$ cat src/rtl/cmd_feeder.sv
// rtl/cmd_feeder.sv - host command frame feeder with argument FIFO and response framer
module cmd_feeder #(
  parameter int CMD_BITS  = 8,
  parameter int ARG_DEPTH = 8,
  parameter int RSP_DEPTH = 8,
  parameter int TIMEOUT   = 65535
) (
  input  logic                clk,
  input  logic                rst,
  input  logic [31:0]         in_data,
  input  logic                in_valid,
  input  logic                in_last,
  output logic                in_ready,
  output logic [CMD_BITS-1:0] cmd,
  output logic                cmd_ready,
  output logic [31:0]         arg_data,
  input  logic                arg_advance,
  input  logic                cmd_done,
  input  logic [31:0]         param_data,
  input  logic                param_write,
  input  logic                invol_req,
  output logic                invol_grant,
  output logic [31:0]         out_data,
  output logic                out_valid,
  output logic                out_last,
  input  logic                out_ready,
  output logic                err_args,
  output logic                err_rsp,
  output logic                err_timeout,
  input  logic                err_clr
);

  localparam int AW  = (ARG_DEPTH > 1) ? $clog2(ARG_DEPTH) : 1;
  localparam int ACW = $clog2(ARG_DEPTH + 1);
  localparam int RW  = (RSP_DEPTH > 1) ? $clog2(RSP_DEPTH) : 1;
  localparam int RCW = $clog2(RSP_DEPTH + 1);
  localparam int TW  = $clog2(TIMEOUT + 1);

  typedef enum logic [1:0] {S_LOAD, S_ISSUE, S_EXEC, S_RESP} state_t;

  state_t         state;
  logic           started;
  logic           partial;
  logic           drop;
  logic [TW-1:0]  tmo_cnt;
  logic [RCW-1:0] rd_idx;

  logic [31:0]    arg_mem [ARG_DEPTH];
  logic [AW-1:0]  arg_wr;
  logic [AW-1:0]  arg_rd;
  logic [ACW-1:0] arg_cnt;

  logic [31:0]    rsp_mem [RSP_DEPTH];
  logic [RCW-1:0] rsp_cnt;

  logic        grant_now;
  logic        accept;
  logic        arg_full;
  logic        arg_ovf;
  logic        arg_push;
  logic        arg_pop;
  logic        arg_flush;
  logic        exec_done;
  logic        exec_tmo;
  logic        rsp_wr;
  logic        rsp_push;
  logic        rsp_ovf;
  logic        rsp_flush;
  logic [31:0] header;

  function automatic logic [AW-1:0] arg_next(input logic [AW-1:0] p);
    return (p == AW'(ARG_DEPTH - 1)) ? '0 : p + 1'b1;
  endfunction

  // Handshake qualifiers, buffer strobes and the response header word
  always_comb begin
    grant_now = started && (state == S_LOAD) && !partial && invol_req;
    in_ready  = started && (state == S_LOAD) && !grant_now;
    accept    = in_valid && in_ready;
    arg_full  = (arg_cnt == ACW'(ARG_DEPTH));
    arg_ovf   = accept && partial && arg_full;
    arg_push  = accept && partial && !arg_full;
    arg_pop   = ((state == S_ISSUE) || (state == S_EXEC)) && arg_advance && (arg_cnt != '0);
    exec_done = (state == S_EXEC) && cmd_done;
    exec_tmo  = (state == S_EXEC) && !cmd_done && (tmo_cnt == TW'(TIMEOUT - 1));
    rsp_wr    = (state == S_EXEC) && param_write && !cmd_done && !exec_tmo;
    rsp_push  = rsp_wr && (rsp_cnt != RCW'(RSP_DEPTH));
    rsp_ovf   = rsp_wr && (rsp_cnt == RCW'(RSP_DEPTH));
    arg_flush = (accept && partial && in_last && (drop || arg_ovf)) || exec_done || exec_tmo;
    rsp_flush = exec_tmo || ((state == S_RESP) && out_ready && out_last);
    arg_data  = (arg_cnt != '0) ? arg_mem[arg_rd] : '0;
    header                 = '0;
    header[15:8]           = 8'(rsp_cnt);
    header[CMD_BITS-1:0]   = param_data[CMD_BITS-1:0];
  end

  // Argument and response storage (no reset: occupancy counters gate every read)
  always_ff @(posedge clk) begin
    if (arg_push) arg_mem[arg_wr] <= in_data;
    if (rsp_push) rsp_mem[rsp_cnt[RW-1:0]] <= param_data;
  end

  // Argument FIFO pointers and occupancy
  always_ff @(posedge clk or posedge rst) begin
    if (rst) begin
      arg_wr  <= '0;
      arg_rd  <= '0;
      arg_cnt <= '0;
    end else if (arg_flush) begin
      arg_wr  <= '0;
      arg_rd  <= '0;
      arg_cnt <= '0;
    end else begin
      if (arg_push) arg_wr <= arg_next(arg_wr);
      if (arg_pop)  arg_rd <= arg_next(arg_rd);
      if (arg_push && !arg_pop)      arg_cnt <= arg_cnt + 1'b1;
      else if (arg_pop && !arg_push) arg_cnt <= arg_cnt - 1'b1;
    end
  end

  // Response buffer fill level; emptied on timeout or after the last word leaves
  always_ff @(posedge clk or posedge rst) begin
    if (rst)            rsp_cnt <= '0;
    else if (rsp_flush) rsp_cnt <= '0;
    else if (rsp_push)  rsp_cnt <= rsp_cnt + 1'b1;
  end

  // Sticky error flags; a set wins over a same-cycle clear
  always_ff @(posedge clk or posedge rst) begin
    if (rst) begin
      err_args    <= 1'b0;
      err_rsp     <= 1'b0;
      err_timeout <= 1'b0;
    end else begin
      err_args    <= arg_ovf  ? 1'b1 : (err_clr ? 1'b0 : err_args);
      err_rsp     <= rsp_ovf  ? 1'b1 : (err_clr ? 1'b0 : err_rsp);
      err_timeout <= exec_tmo ? 1'b1 : (err_clr ? 1'b0 : err_timeout);
    end
  end

  // Main sequencer: load frame, issue, execute with timeout, emit response frame
  always_ff @(posedge clk or posedge rst) begin
    if (rst) begin
      state       <= S_LOAD;
      started     <= 1'b0;
      partial     <= 1'b0;
      drop        <= 1'b0;
      cmd         <= '0;
      cmd_ready   <= 1'b0;
      invol_grant <= 1'b0;
      tmo_cnt     <= '0;
      rd_idx      <= '0;
      out_data    <= '0;
      out_valid   <= 1'b0;
      out_last    <= 1'b0;
    end else begin
      started     <= 1'b1;
      cmd_ready   <= 1'b0;
      invol_grant <= 1'b0;
      case (state)
        S_LOAD: begin
          if (grant_now) begin
            invol_grant <= 1'b1;
            tmo_cnt     <= '0;
            state       <= S_EXEC;
          end else if (accept) begin
            if (!partial) begin
              cmd <= in_data[CMD_BITS-1:0];
              if (in_last) begin
                state     <= S_ISSUE;
                cmd_ready <= 1'b1;
              end else begin
                partial <= 1'b1;
              end
            end else if (in_last) begin
              partial <= 1'b0;
              drop    <= 1'b0;
              if (!(drop || arg_ovf)) begin
                state     <= S_ISSUE;
                cmd_ready <= 1'b1;
              end
            end else if (arg_ovf) begin
              drop <= 1'b1;
            end
          end
        end
        S_ISSUE: begin
          tmo_cnt <= '0;
          state   <= S_EXEC;
        end
        S_EXEC: begin
          if (cmd_done) begin
            if (rsp_cnt != '0) begin
              out_valid <= 1'b1;
              out_data  <= header;
              out_last  <= 1'b0;
              rd_idx    <= '0;
              state     <= S_RESP;
            end else begin
              state <= S_LOAD;
            end
          end else if (exec_tmo) begin
            state <= S_LOAD;
          end else begin
            tmo_cnt <= tmo_cnt + 1'b1;
          end
        end
        S_RESP: begin
          if (out_ready) begin
            if (out_last) begin
              out_valid <= 1'b0;
              out_last  <= 1'b0;
              out_data  <= '0;
              state     <= S_LOAD;
            end else begin
              out_data <= rsp_mem[rd_idx[RW-1:0]];
              out_last <= (rd_idx + 1'b1 == rsp_cnt);
              rd_idx   <= rd_idx + 1'b1;
            end
          end
        end
        default: state <= S_LOAD;
      endcase
    end
  end

endmodule

$ cat config.mk
export PLATFORM = sky130hd
export DESIGN_NAME = cmd_feeder
export DESIGN_NICKNAME = d
export VERILOG_FILES = /design/src/rtl/cmd_feeder.sv
export SDC_FILE = /design/constraint.sdc
export NUM_CORES = 1
export LEC_CHECK = 0
export ABC_AREA = 1
export BUFFER_PORTS_ARGS = -buffer_cell sky130_fd_sc_hd__buf_2
export CORE_ASPECT_RATIO = 2
export CORE_MARGIN = 5
export CORE_UTILIZATION = 60
export DETAILED_ROUTE_END_ITERATION = 10
export PLACE_DENSITY = 0.81
export SLEW_MARGIN = 20
export SYNTH_ARGS = -nofsm -noshare
export SYNTH_HDL_FRONTEND = slang
export SYNTH_SLANG_ARGS = --single-unit
$ cat constraint.sdc
create_clock -name clk -period 5.21 [get_ports clk]
set_input_delay 1.3025 -clock clk [delete_from_list [all_inputs] [get_ports clk]]
set_output_delay 1.3025 -clock clk [all_outputs]
set_load 0.1 [all_outputs]
==> metrics.txt <==
status=finished clean; maximum VDD drop=approximately 0.48 mV; synthesized net count=2131; Antenna Violating Nets Remaining=0; drt wl/cell=20.2 um; asr flop ratio synth=0.144; Clk pin slew, worst setup/hold paths=around 70 ps; CP Max Fanout=81; Hold Violations, Final=0; crit-path most repeated cell=o21ai_0; Main synth FF type=edfxtp_1; Critical Path AT=~3000 ps; Yosys top cell area share=0.630; core area=40200 um2; Worst slew margin=0.410; Worst Setup End Kind=output port; Starting DRT DRC Count=1252; final setup margin=877 ps; Worst Hold Depth=2; Final Cycle Share=0.832; CP Launch Type=register; die extent in y=295 um; Syn Inst Count=2040; cell with the most instances after synthesis=edfxtp_1; Gate power share=0.377; setup TNS=0 ps; H-tree depth=2; Crit-path slowest cell=dfrtp_4; largest cells by area after synthesis=edfxtp_1, dfrtp_1, o21ai_0; clock power share=0.243; Layout Nets=approximately 2300; Port-buffer cells=153; post-synth top area cell=edfxtp_1; YS warnings=0; Yosys reg bits=598; DRT Wirelength=55200 um; synth unique cells=48; NetSw=between 6000 and 7000 uW; Critical path buffers and inverters=2; Post-CTS Setup Repair Bufs=0; CTS root buf=clkbuf_16; # setup viols final=0; CTS Buf Count=48; full die area=~45000 um2; worst min path class=reg -> reg; initial antenna violation count=2; Slew Viols, Final=0; Die Wd=153 um; Post-route DRC=0; critical path class=reg -> out; insertion delay to the later sink of the worst-skew pair=around 570 ps; Rows=104; CTS tree=yes; R2R depth=9; Max Clock Skew=20.2 ps; post-CTS sizing=0; initial core utilization=0.607; first-pass GRT wire length=87200 um; Inst Count DP=2641; vias per inst=5.89; PwrDens=554 nW/um2; Internal Pwr Total=8610 uW; GRT Overall Usage=0.243; Sw Ratio=0.433; Leak=~0.01 uW; DRT Pass-1 Iters=6; Seq/Total Area, Yosys=0.718; Slew @ Worst Pin=885 ps; mapped cell area=24400 um2; largest net degree at the start of global routing=93; CP Cell Sequence=buf_12 > nor2_1 > nor2_1 > o21ai_0 > o21ai_0 > o21ai_0 > a31oi_1 > buf_2; worst slack, placed=1480 ps; Post-synth top cells=edfxtp_1, nor2_1, o21ai_0; GPL Wtd Cong=0.888; CP delay by family, top=buffers and inverters; P&R area growth vs syn=12.3%; Layout Cells excl Fill=2736; Crit path largest cell delay=790 ps; hold-fix buffer count after cts=0; fmax=between 0.2 and 0.25 GHz; Post-synth EDFFs=512; Tmin final=4330 ps; RSZ-0062 raised after global routing=no; Max Cap Viol=0; Post-DP HPWL=33300 um; Hold Slack=around 480 ps; Flop pwr share=0.380; Layout fillers=2684; vias in the first global route=16600; Ports=about 150; Syn Area/Cell=~12 um2; Longest Clk Path Bufs=3; cell count along the critical path=8; gr ovfl total=0; via count=16100; CTS Sinks=roughly 600; layout cells sized above 1=0.155; Req. time, crit path=3910 ps
## power by group through the flow
stage / clock, uW / sequential (uW) / combinational, uW
finish: 3680 / 5770 / 5720
floorplan: 0 / 6860 / 3620
global route: 3920 / 5810 / 6090
global placement: 0 / 5850 / 5570
detailed placement: 0 / 5870 / 5690
CTS: 3740 / 5770 / 5730
## stage by stage
step           instance area [um2]   util  total power, uW
2_1_floorplan                24400      -            10500
3_3_place_gp                 25700  0.638            11400
3_5_place_dp                 25700  0.639            11600
4_1_cts                      27300  0.679            15200
5_1_grt                      27400  0.681            15800
6_report                     27400  0.681            15200
## per-layer routing
metal | GRT usage | vias to the layer above | share of wire
li1 | - | 7488 | -
met1 | 0.285 | 7832 | 0.36
met2 | 0.443 | 678 | 0.54
met3 | 0.0346 | 121 | 0.072
met4 | 0.108 | 0 | 0.036
met5 | 0 | - | 0
## final timing paths
kind	startpoint	end	slack, ps
worst max register to register	state[0]	rsp_mem[2][13]	1470
worst max-delay path	arg_rd[0]	arg_data[31]	880
min in group asynchronous	rst	out_data[27]	820
worst min register to register	out_data[24]	out_data[24]	480
worst min-delay path	out_data[24]	out_data[24]	480
max in group asynchronous	rst	rd_idx[0]	3300
## registers in the layout, summed over array words and instances (netlist names), 4 cells and up
name / count
rsp_mem: 256
cmd: 8
arg_cnt: 4
arg_mem: 256
out_data: 32
rd_idx: 4
tmo_cnt: 16
rsp_cnt: 4
## cells by family after synthesis
logic type | synth area share
buffers and inverters | 0.0330
XOR/XNOR | 0.00431
AO/OA/AOI/OAI | 0.104
flip-flops | 0.718
multiplexers | 0.00369
AND/OR/NAND/NOR | 0.127
adder cells (fa/ha/maj) | 0.00902
other | 0.000154
## cell usage in the layout, fill, tap and decap left out, drive strengths merged, types with 16 or more instances in the layout
cell type and instances:
clkinv 18, o22ai 43, buf 188, nor2 414
edfxtp 512, ha 16, a31oi 33, dfrtp 86
nand3 60, nand2 258, o21ai 331, nand4 16
a21oi 16, clkbuf 57, o211ai 23, inv 71
## final cells by class
cell class | count | area (um2) | share of cell area
well taps | 530 | 663 | 0.0242
diodes | 2 | 5.00 | 0.000183
clock inverters | 33 | 325 | 0.0119
repair buffers | 188 | 1150 | 0.0418
inverters | 67 | 254 | 0.00927
flip-flops and latches | 598 | 17500 | 0.640
clock buffers | 57 | 1290 | 0.0469
multi-input cells | 1261 | 6180 | 0.226
## worst min-delay path: cells and delay by family (launching register included)
family           cells  cell delay (ps)
AND/OR/NAND/NOR      2              110
flip-flops           1              340
(Power assumes the default switching activity.)
